## config.mk

```make
export PLATFORM = sky130hd
export DESIGN_NAME = commit_trace_buffer
export DESIGN_NICKNAME = d
export VERILOG_FILES = /design/src/rtl/commit_trace_buffer_pkg.sv /design/src/rtl/commit_trace_buffer_trace_fifo.sv /design/src/rtl/commit_trace_buffer.sv
export SDC_FILE = /design/constraint.sdc
export NUM_CORES = 2
export LEC_CHECK = 0
export ABC_AREA = 1
export CAP_MARGIN = 20
export CORE_MARGIN = 4
export CORE_UTILIZATION = 36
export DETAILED_ROUTE_END_ITERATION = 8
export GPL_ROUTABILITY_DRIVEN = 1
export PLACE_DENSITY = 0.62
export SYNTH_ARGS = -nofsm -noshare
export SYNTH_HDL_FRONTEND = slang
export SYNTH_HIERARCHICAL = 1
export SYNTH_SLANG_ARGS = --single-unit
```

## constraint.sdc

```tcl
create_clock -name clk_i -period 14.4 [get_ports clk_i]
set_input_delay 2.16 -clock clk_i [delete_from_list [all_inputs] [get_ports clk_i]]
set_output_delay 2.16 -clock clk_i [all_outputs]
set_load 0.1 [all_outputs]
```

## src/rtl/commit_trace_buffer_pkg.sv

```systemverilog
// Shared types for the commit trace buffer: record layout and serializer states.
package commit_trace_buffer_pkg;

    localparam int unsigned XLEN = 32;

    typedef struct packed {
        logic [XLEN-1:0] pc;
        logic [XLEN-1:0] instr;
        logic [4:0]      reg_addr;
        logic [XLEN-1:0] reg_data;
    } trace_rec_t;

    typedef enum logic [2:0] {
        StIdle,
        StPc,
        StInstr,
        StRd,
        StData
    } trace_state_e;

endpackage

```

## src/rtl/commit_trace_buffer_trace_fifo.sv

```systemverilog
// Circular record store with a combinational head read and an occupancy count.
module trace_fifo
    import commit_trace_buffer_pkg::*;
#(
    parameter int unsigned DEPTH = 16
) (
    input  logic                     clk_i,
    input  logic                     rstn_i,
    input  logic                     push_i,
    input  logic                     pop_i,
    input  trace_rec_t               wdata_i,
    output trace_rec_t               head_o,
    output logic                     full_o,
    output logic                     empty_o,
    output logic [$clog2(DEPTH):0]   level_o
);

    localparam int unsigned AW = $clog2(DEPTH);

    trace_rec_t    mem_q [DEPTH];
    logic [AW-1:0] wptr_q;
    logic [AW-1:0] rptr_q;
    logic [AW:0]   level_q;
    logic [AW:0]   level_d;

    always_comb begin
        level_d = level_q;
        if (push_i && !pop_i) begin
            level_d = level_q + 1'b1;
        end else if (!push_i && pop_i) begin
            level_d = level_q - 1'b1;
        end
    end

    // Storage is not reset; only the pointers define what is valid.
    always_ff @(posedge clk_i) begin
        if (push_i) begin
            mem_q[wptr_q] <= wdata_i;
        end
    end

    always_ff @(posedge clk_i or negedge rstn_i) begin
        if (!rstn_i) begin
            wptr_q  <= '0;
            rptr_q  <= '0;
            level_q <= '0;
        end else begin
            if (push_i) begin
                wptr_q <= wptr_q + 1'b1;
            end
            if (pop_i) begin
                rptr_q <= rptr_q + 1'b1;
            end
            level_q <= level_d;
        end
    end

    assign head_o  = mem_q[rptr_q];
    assign full_o  = (level_q == (AW+1)'(DEPTH));
    assign empty_o = (level_q == '0);
    assign level_o = level_q;

endmodule

```

## src/rtl/commit_trace_buffer.sv

```systemverilog
// Buffers commit trace records and drains them as a word-serial valid/ready stream.
module commit_trace_buffer
    import commit_trace_buffer_pkg::*;
#(
    parameter int unsigned DEPTH  = 16,
    parameter int unsigned DROP_W = 16
) (
    input  logic                     clk_i,
    input  logic                     rstn_i,
    input  logic                     update_i,
    input  logic [XLEN-1:0]          pc_i,
    input  logic [XLEN-1:0]          instr_i,
    input  logic [4:0]               reg_addr_i,
    input  logic [XLEN-1:0]          reg_data_i,
    output logic                     m_valid_o,
    input  logic                     m_ready_i,
    output logic [XLEN-1:0]          m_data_o,
    output logic                     m_last_o,
    output logic [$clog2(DEPTH):0]   level_o,
    output logic [DROP_W-1:0]        drop_cnt_o
);

    trace_state_e      state_q;
    logic              valid_q;
    logic [DROP_W-1:0] drop_q;
    trace_rec_t        head;
    trace_rec_t        wrec;
    logic              full;
    logic              empty;
    logic              hs;
    logic              last_word;
    logic              pop;
    logic              push;
    logic              more_after_pop;

    assign wrec = '{pc: pc_i, instr: instr_i, reg_addr: reg_addr_i, reg_data: reg_data_i};

    assign hs        = valid_q && m_ready_i;
    assign last_word = (state_q == StData) || (state_q == StRd && head.reg_addr == 5'd0);
    assign pop       = hs && last_word;
    // A full buffer still accepts a record when the head leaves on the same edge.
    assign push      = update_i && (!full || pop);
    // A pop implies level >= 1, so the post-edge level is nonzero unless it was exactly 1.
    assign more_after_pop = push || (level_o != ($clog2(DEPTH)+1)'(1));

    trace_fifo #(
        .DEPTH (DEPTH)
    ) u_fifo (
        .clk_i   (clk_i),
        .rstn_i  (rstn_i),
        .push_i  (push),
        .pop_i   (pop),
        .wdata_i (wrec),
        .head_o  (head),
        .full_o  (full),
        .empty_o (empty),
        .level_o (level_o)
    );

    always_ff @(posedge clk_i or negedge rstn_i) begin
        if (!rstn_i) begin
            state_q <= StIdle;
            valid_q <= 1'b0;
        end else begin
            unique case (state_q)
                StIdle: begin
                    if (!empty) begin
                        state_q <= StPc;
                        valid_q <= 1'b1;
                    end
                end
                StPc: begin
                    if (hs) state_q <= StInstr;
                end
                StInstr: begin
                    if (hs) state_q <= StRd;
                end
                StRd, StData: begin
                    if (hs) begin
                        if (!last_word) begin
                            state_q <= StData;
                        end else if (more_after_pop) begin
                            state_q <= StPc;
                        end else begin
                            state_q <= StIdle;
                            valid_q <= 1'b0;
                        end
                    end
                end
                default: begin
                    state_q <= StIdle;
                    valid_q <= 1'b0;
                end
            endcase
        end
    end

    always_ff @(posedge clk_i or negedge rstn_i) begin
        if (!rstn_i) begin
            drop_q <= '0;
        end else if (update_i && !push && drop_q != '1) begin
            drop_q <= drop_q + 1'b1;
        end
    end

    always_comb begin
        m_data_o = '0;
        unique case (state_q)
            StPc:    m_data_o = head.pc;
            StInstr: m_data_o = head.instr;
            StRd:    m_data_o = XLEN'(head.reg_addr);
            StData:  m_data_o = head.reg_data;
            default: m_data_o = '0;
        endcase
    end

    assign m_valid_o  = valid_q;
    assign m_last_o   = valid_q && last_word;
    assign drop_cnt_o = drop_q;

endmodule

```

---- After elaboration in Yosys (flattened, before gate mapping) ----
Memories as Yosys holds them, arrays and structs flattened.
Cells that the tools add are included.
cells by class
  add/subtract/negate cells ............... 5
  eq/ne operators ......................... 13
  muxes and demuxes ....................... 17
  bitwise operators ....................... 1
  reduce and logical (&&, ||, !) cells .... 23
operators by type and width
  cell                   count
  $pmux 32 s4            1
  $add 16x1->16 const B  1
  $ne 16x16->1 const B   1
  $mux 3                 5
  $ne 2x2->1 const B     6
  $pmux 3 s4             1
  $logic_not 5->1        2
  $mux 5                 2
  $logic_and 1x1->1      9
  $add 4x1->4 const B    2
  $mux 1                 7
  $eq 3x2->1 const B     2
  $add 5x1->5 const B    1
  $eq 5x5->1 const B     1
  $ne 5x1->1 const B     1
  $reduce_and 5->1       1
  $sub 5x1->5 const B    1
  $reduce_and 4->1       1
  $reduce_or 2->1        2
  $eq 3x1->1 const B     1
  $eq 3x3->1 const B     1
  $logic_not 1->1        3
  $logic_not 3->1        1
  $logic_or 1x1->1       3
  3 further kinds        3
word-level totals
  register bits after elaboration ......... 33
  bits in writable memories ............... 1616
  word-level logic and storage cells ...... 66
  memories kept ........................... 1
memories
  name          words  bits a word  rd ports  clocked after Yosys merged registers in  wr ports  line                                  text
  u_fifo.mem_q  16     101          1         0                                        1         commit_trace_buffer_trace_fifo.sv:20  trace_rec_t mem_q [DEPTH];

---- Logic depth before layout (Yosys ltp) ----
An unclocked memory read counts as a cell.
  word-level depth ........................ 12
  gate-level depth with buffers ........... 29
  gate-level depth less buffers ........... 26

---- Cells and area by module ----
The synthesis kept the hierarchy.
by module, submodules not included
  module               times used  cells each  area an instance (µm²)  seq. area each (µm²)
  trace_fifo           1           6603        69551.7                 48851.9
  commit_trace_buffer  1           316         1839.3                  500.5

---- Worst setup path before layout ----
OpenSTA, ideal clock, no wires.
  path kind ............................... input to register
  start point ............................. input port m_ready_i
  end point ............................... memory u_fifo/mem_q[11][0] (netlist bit) (enable)
  setup time .............................. 0.562 ns
  arrival time ............................ 7.220 ns
  data required time ...................... 13.838 ns
  slack ................................... 6.619 ns
  cell stages on the path ................. 9
  cell sequence ........................... nand2_1 -> inv_1 -> nand2_1 -> nand2_1 -> nand2_1 -> inv_1 -> clkbuf_1 -> nand2_1 -> nor2_1
on the way
  word-level cells in the longest chain between the ends .. 6
RTL lines
  element                       line                                  text
  start: declaration            commit_trace_buffer.sv:16             input logic m_ready_i,
  $logic_and 1x1->1             commit_trace_buffer.sv:38             assign hs = valid_q && m_ready_i;
  $logic_and 1x1->1             commit_trace_buffer.sv:40             assign pop = hs && last_word;
  $logic_or 1x1->1              commit_trace_buffer.sv:42             assign push = update_i && (!full || pop);
  $logic_and 1x1->1             commit_trace_buffer.sv:42
  net push                      commit_trace_buffer.sv:33             logic push;
  $mux 1                        commit_trace_buffer_trace_fifo.sv:37  if (push_i) begin
  $mux 1 (not written as such)  commit_trace_buffer_trace_fifo.sv:38  mem_q[wptr_q] <= wdata_i;
  end: declaration              commit_trace_buffer_trace_fifo.sv:20
The timed path passes the listed nets, and every way through them passes these cells.

==> impl_results.md <==
- Status: completed
- Resized cells post-CTS: 0
- Initial Util: 0.362
- Post-synth EDFFs: 1616
- Worst R2R Setup Slack: 6.80 ns
- Async S/R FF share, synth: 0.0200
- Largest net degree at the start of global routing: 190
- Post-Synth XOR/XNOR Area: 0.00233
- Unrepaired setup endpoints after global routing: false
- Area leader, netlist: edfxtp_1
- First-pass DRT Iterations: 6
- Cell variety after synth: 34
- Post-layout min period: 8.88 ns
- Syn avg cell area: 10.3 sq um
- Antenna viol nets, final: 0
- Worst vdd ir: 0.108 mV
- Via Count: 48200
- Synth Area in Compound Gates: 0.00200
- Tightest Pin Transition: 1.14 ns
- Clock buffer depth: 3
- CP Capture Type: output port
- Worst EP arrival: approximately 6.7 ns
- Ports: 160
- Post-synthesis sequential area ratio: 0.691
- Ratio of cells with drive above 1 in the final layout: 0.0474
- Hold Buf Count CTS: 0
- Gate Count Post-Synth: between 6000 and 7000
- Top cells by count, synth: 2300 x nand2_1, 1616 x edfxtp_1, 1254 x nand3_1, 1252 x inv_1, 203 x buf_2
- Clk pin slew, worst setup/hold paths: ~0.060 ns
- Syn_nets: 7035
- Die Wd: 453 um
- Hold Crit Class: reg -> reg
- Die Y: 453 um
- Total CTS buffers: 164
- Vias per Instance: 4.93
- Final Net Count: 7091
- Worst setup SP type: flop
- WS Path Type: reg -> out
- CTS tree: built
- Initial DRC count: ~5100
- Core ar.: 0.197 sq mm
- Hold Slack: 0.526 ns
- Dpl ws: 6.37 ns
- Final worst path period share: 0.617
- DPL Wire Length: 107000 um
- Buffers added on ports: 159
- DRC: 0
- Yosys Warn Count: 6
- Worst-skew pair later-pin latency: between 0.8 and 0.9 ns
- Adder-Cell Fraction of Synth Area: 0.00203
- Area share of and/or/nand/nor cells after synthesis: 0.213
- CTS root buf: clkbuf_16
- Top-area cell type share of the netlist area: 0.680
- Skew final: 0.0498 ns
- Final WS setup: 5.52 ns
- Leakage power: 33.4 nW
- Relative slew margins: 0.236
- Count leader, synth: nand2_1
- Initial antenna violation count: 43
- Leading post-synthesis cells by cell area: edfxtp_1 68%, nand2_1 12%, nand3_1 8.8%
- Fillcell total: 18400
- Routed WL: 203000 um
- Max_cap viols: 0
- CP required: 12.24 ns
- Die area: 0.205 sq mm
- Setup TNS Final: 0 ns
- Fmax: 0.113 GHz
- Area grow syn2layout: 13.1%
- # setup viols final: 0
- Setup bufs post-CTS: 0
- Pwr/cell area: 138 mW/mm^2
- Final Hold Vio Count: 0
- Overflow after GRT: 0
- H-tree depth: 4
- Post-route core utilization: 0.409
- Global-route wire length before repair: 298000 um
- CTS sink count: roughly 1600
- Largest family of logic cells by synthesized area: simple AND/OR/NAND/NOR gates
- Site Rows: 163
- Drt wl/cell: 20.8 um
- Post-synthesis register bit count: 1649
- Final RePlAce weighted congestion: between 0.8 and 0.9
- Vias in the first global route: 45600
- Fin. max-slew vios: 0
- CP Max Fanout: 71
- Main synth FF type: edfxtp_1
- Global Route Usage Sum: 0.194
- Post-synthesis mux area share: 0
- Synthesized area: 0.0714 sq mm
## state kept, by name, summed over array words and instances (netlist names)
register and cells:
u_fifo/mem_q 1616, drop_cnt_o 16, u_fifo/level_o 5, u_fifo/rptr_q 4, u_fifo/wptr_q 4, state_q 3, m_valid_o 1
## worst max-delay path, stage by stage (launching register included)
cell             delay (ns)
dfrtp_4                0.50
buf_4                  0.71
buf_4                  0.77
buf_4                  0.73
buf_4                  0.73
nand2_1                0.12
nand2_1                0.10
nand2_1                0.06
nand3_1                0.10
nand3_1                0.09
nand2_1                0.11
nand2_1                0.28
nand3_1                0.33
clkdlybuf4s50_1        1.18
## area by class of cell
class,instances,area [sq um],share of cell area
clock buffers,205,4360,0.0540
inverters,1258,4760,0.0589
diodes,21,52.6,0.000651
repair buffers,237,2290,0.0284
multi-input cells,3665,15800,0.195
well taps,2640,3300,0.0409
flip-flops and latches,1649,49400,0.611
clock inverters,94,855,0.0106
## layout by cell type, fill, tap and decap left out, types with 14 or more instances in the layout
master	synthesis	layout
nand3_1	1254	1254
dfrtp_1	33	29
clkbuf_16	0	167
edfxtp_1	1616	1616
buf_4	23	69
diode_2	0	21
clkinv_2	0	22
clkinv_1	1	42
inv_1	1252	1250
clkdlybuf4s50_1	0	158
clkbuf_1	88	34
xor2_1	15	15
nor2_4	0	16
nor2_1	30	14
nand2_1	2300	2300
## per-layer routing
layer	share of wire	vias to the layer above	global-route usage
met3	0.076	394	0.0334
met4	0.046	14	0.0982
met2	0.47	2038	0.312
met5	0.00038	-	0
met1	0.40	23200	0.252
li1	-	22500	-
## stage by stage
| stage | std cells | area (sq um) | power, mW |
|---|---|---|---|
| final | 9769 | 80800 | 11.2 |
| after global routing | 9764 | 80700 | 11.5 |
| after CTS | 9748 | 80700 | 11.2 |
| after detailed placement | 9449 | 75500 | 7.09 |
| after global placement | 9448 | 75500 | 7.06 |
| after floorplan | 6919 | 71400 | 6.62 |
## where the power goes
group          internal (mW)  leakage (nW)  total [mW]  switching [mW]
clock                   2.34          2.52        4.16            1.82
combinational          0.230          15.9        1.13           0.896
sequential              5.76          15.0        5.86           0.107
total                   8.32          33.4        11.2            2.83
## worst paths after layout
check	startpoint	to	cells after the start
max	u_fifo/rptr_q[0]	m_data_o[11]	13
min	drop_cnt_o[15]	drop_cnt_o[15]	2
max reg2reg	u_fifo/rptr_q[2]	u_fifo/mem_q[2][37]	17
min reg2reg	drop_cnt_o[15]	drop_cnt_o[15]	2
max in group asynchronous	rstn_i	u_fifo/rptr_q[0]	1
min in group asynchronous	rstn_i	drop_cnt_o[10]	1
## kinds of logic after synthesis
kind of cell               count (synthesis)
xor gates and xnor gates                  19
adders and majority gates                 11
buffers and inverters                   1605
and+or+nand+nor                         3611
DFF                                     1649
AOI/OAI and AO/OA                         24
Power figures use the tool's default switching activity.
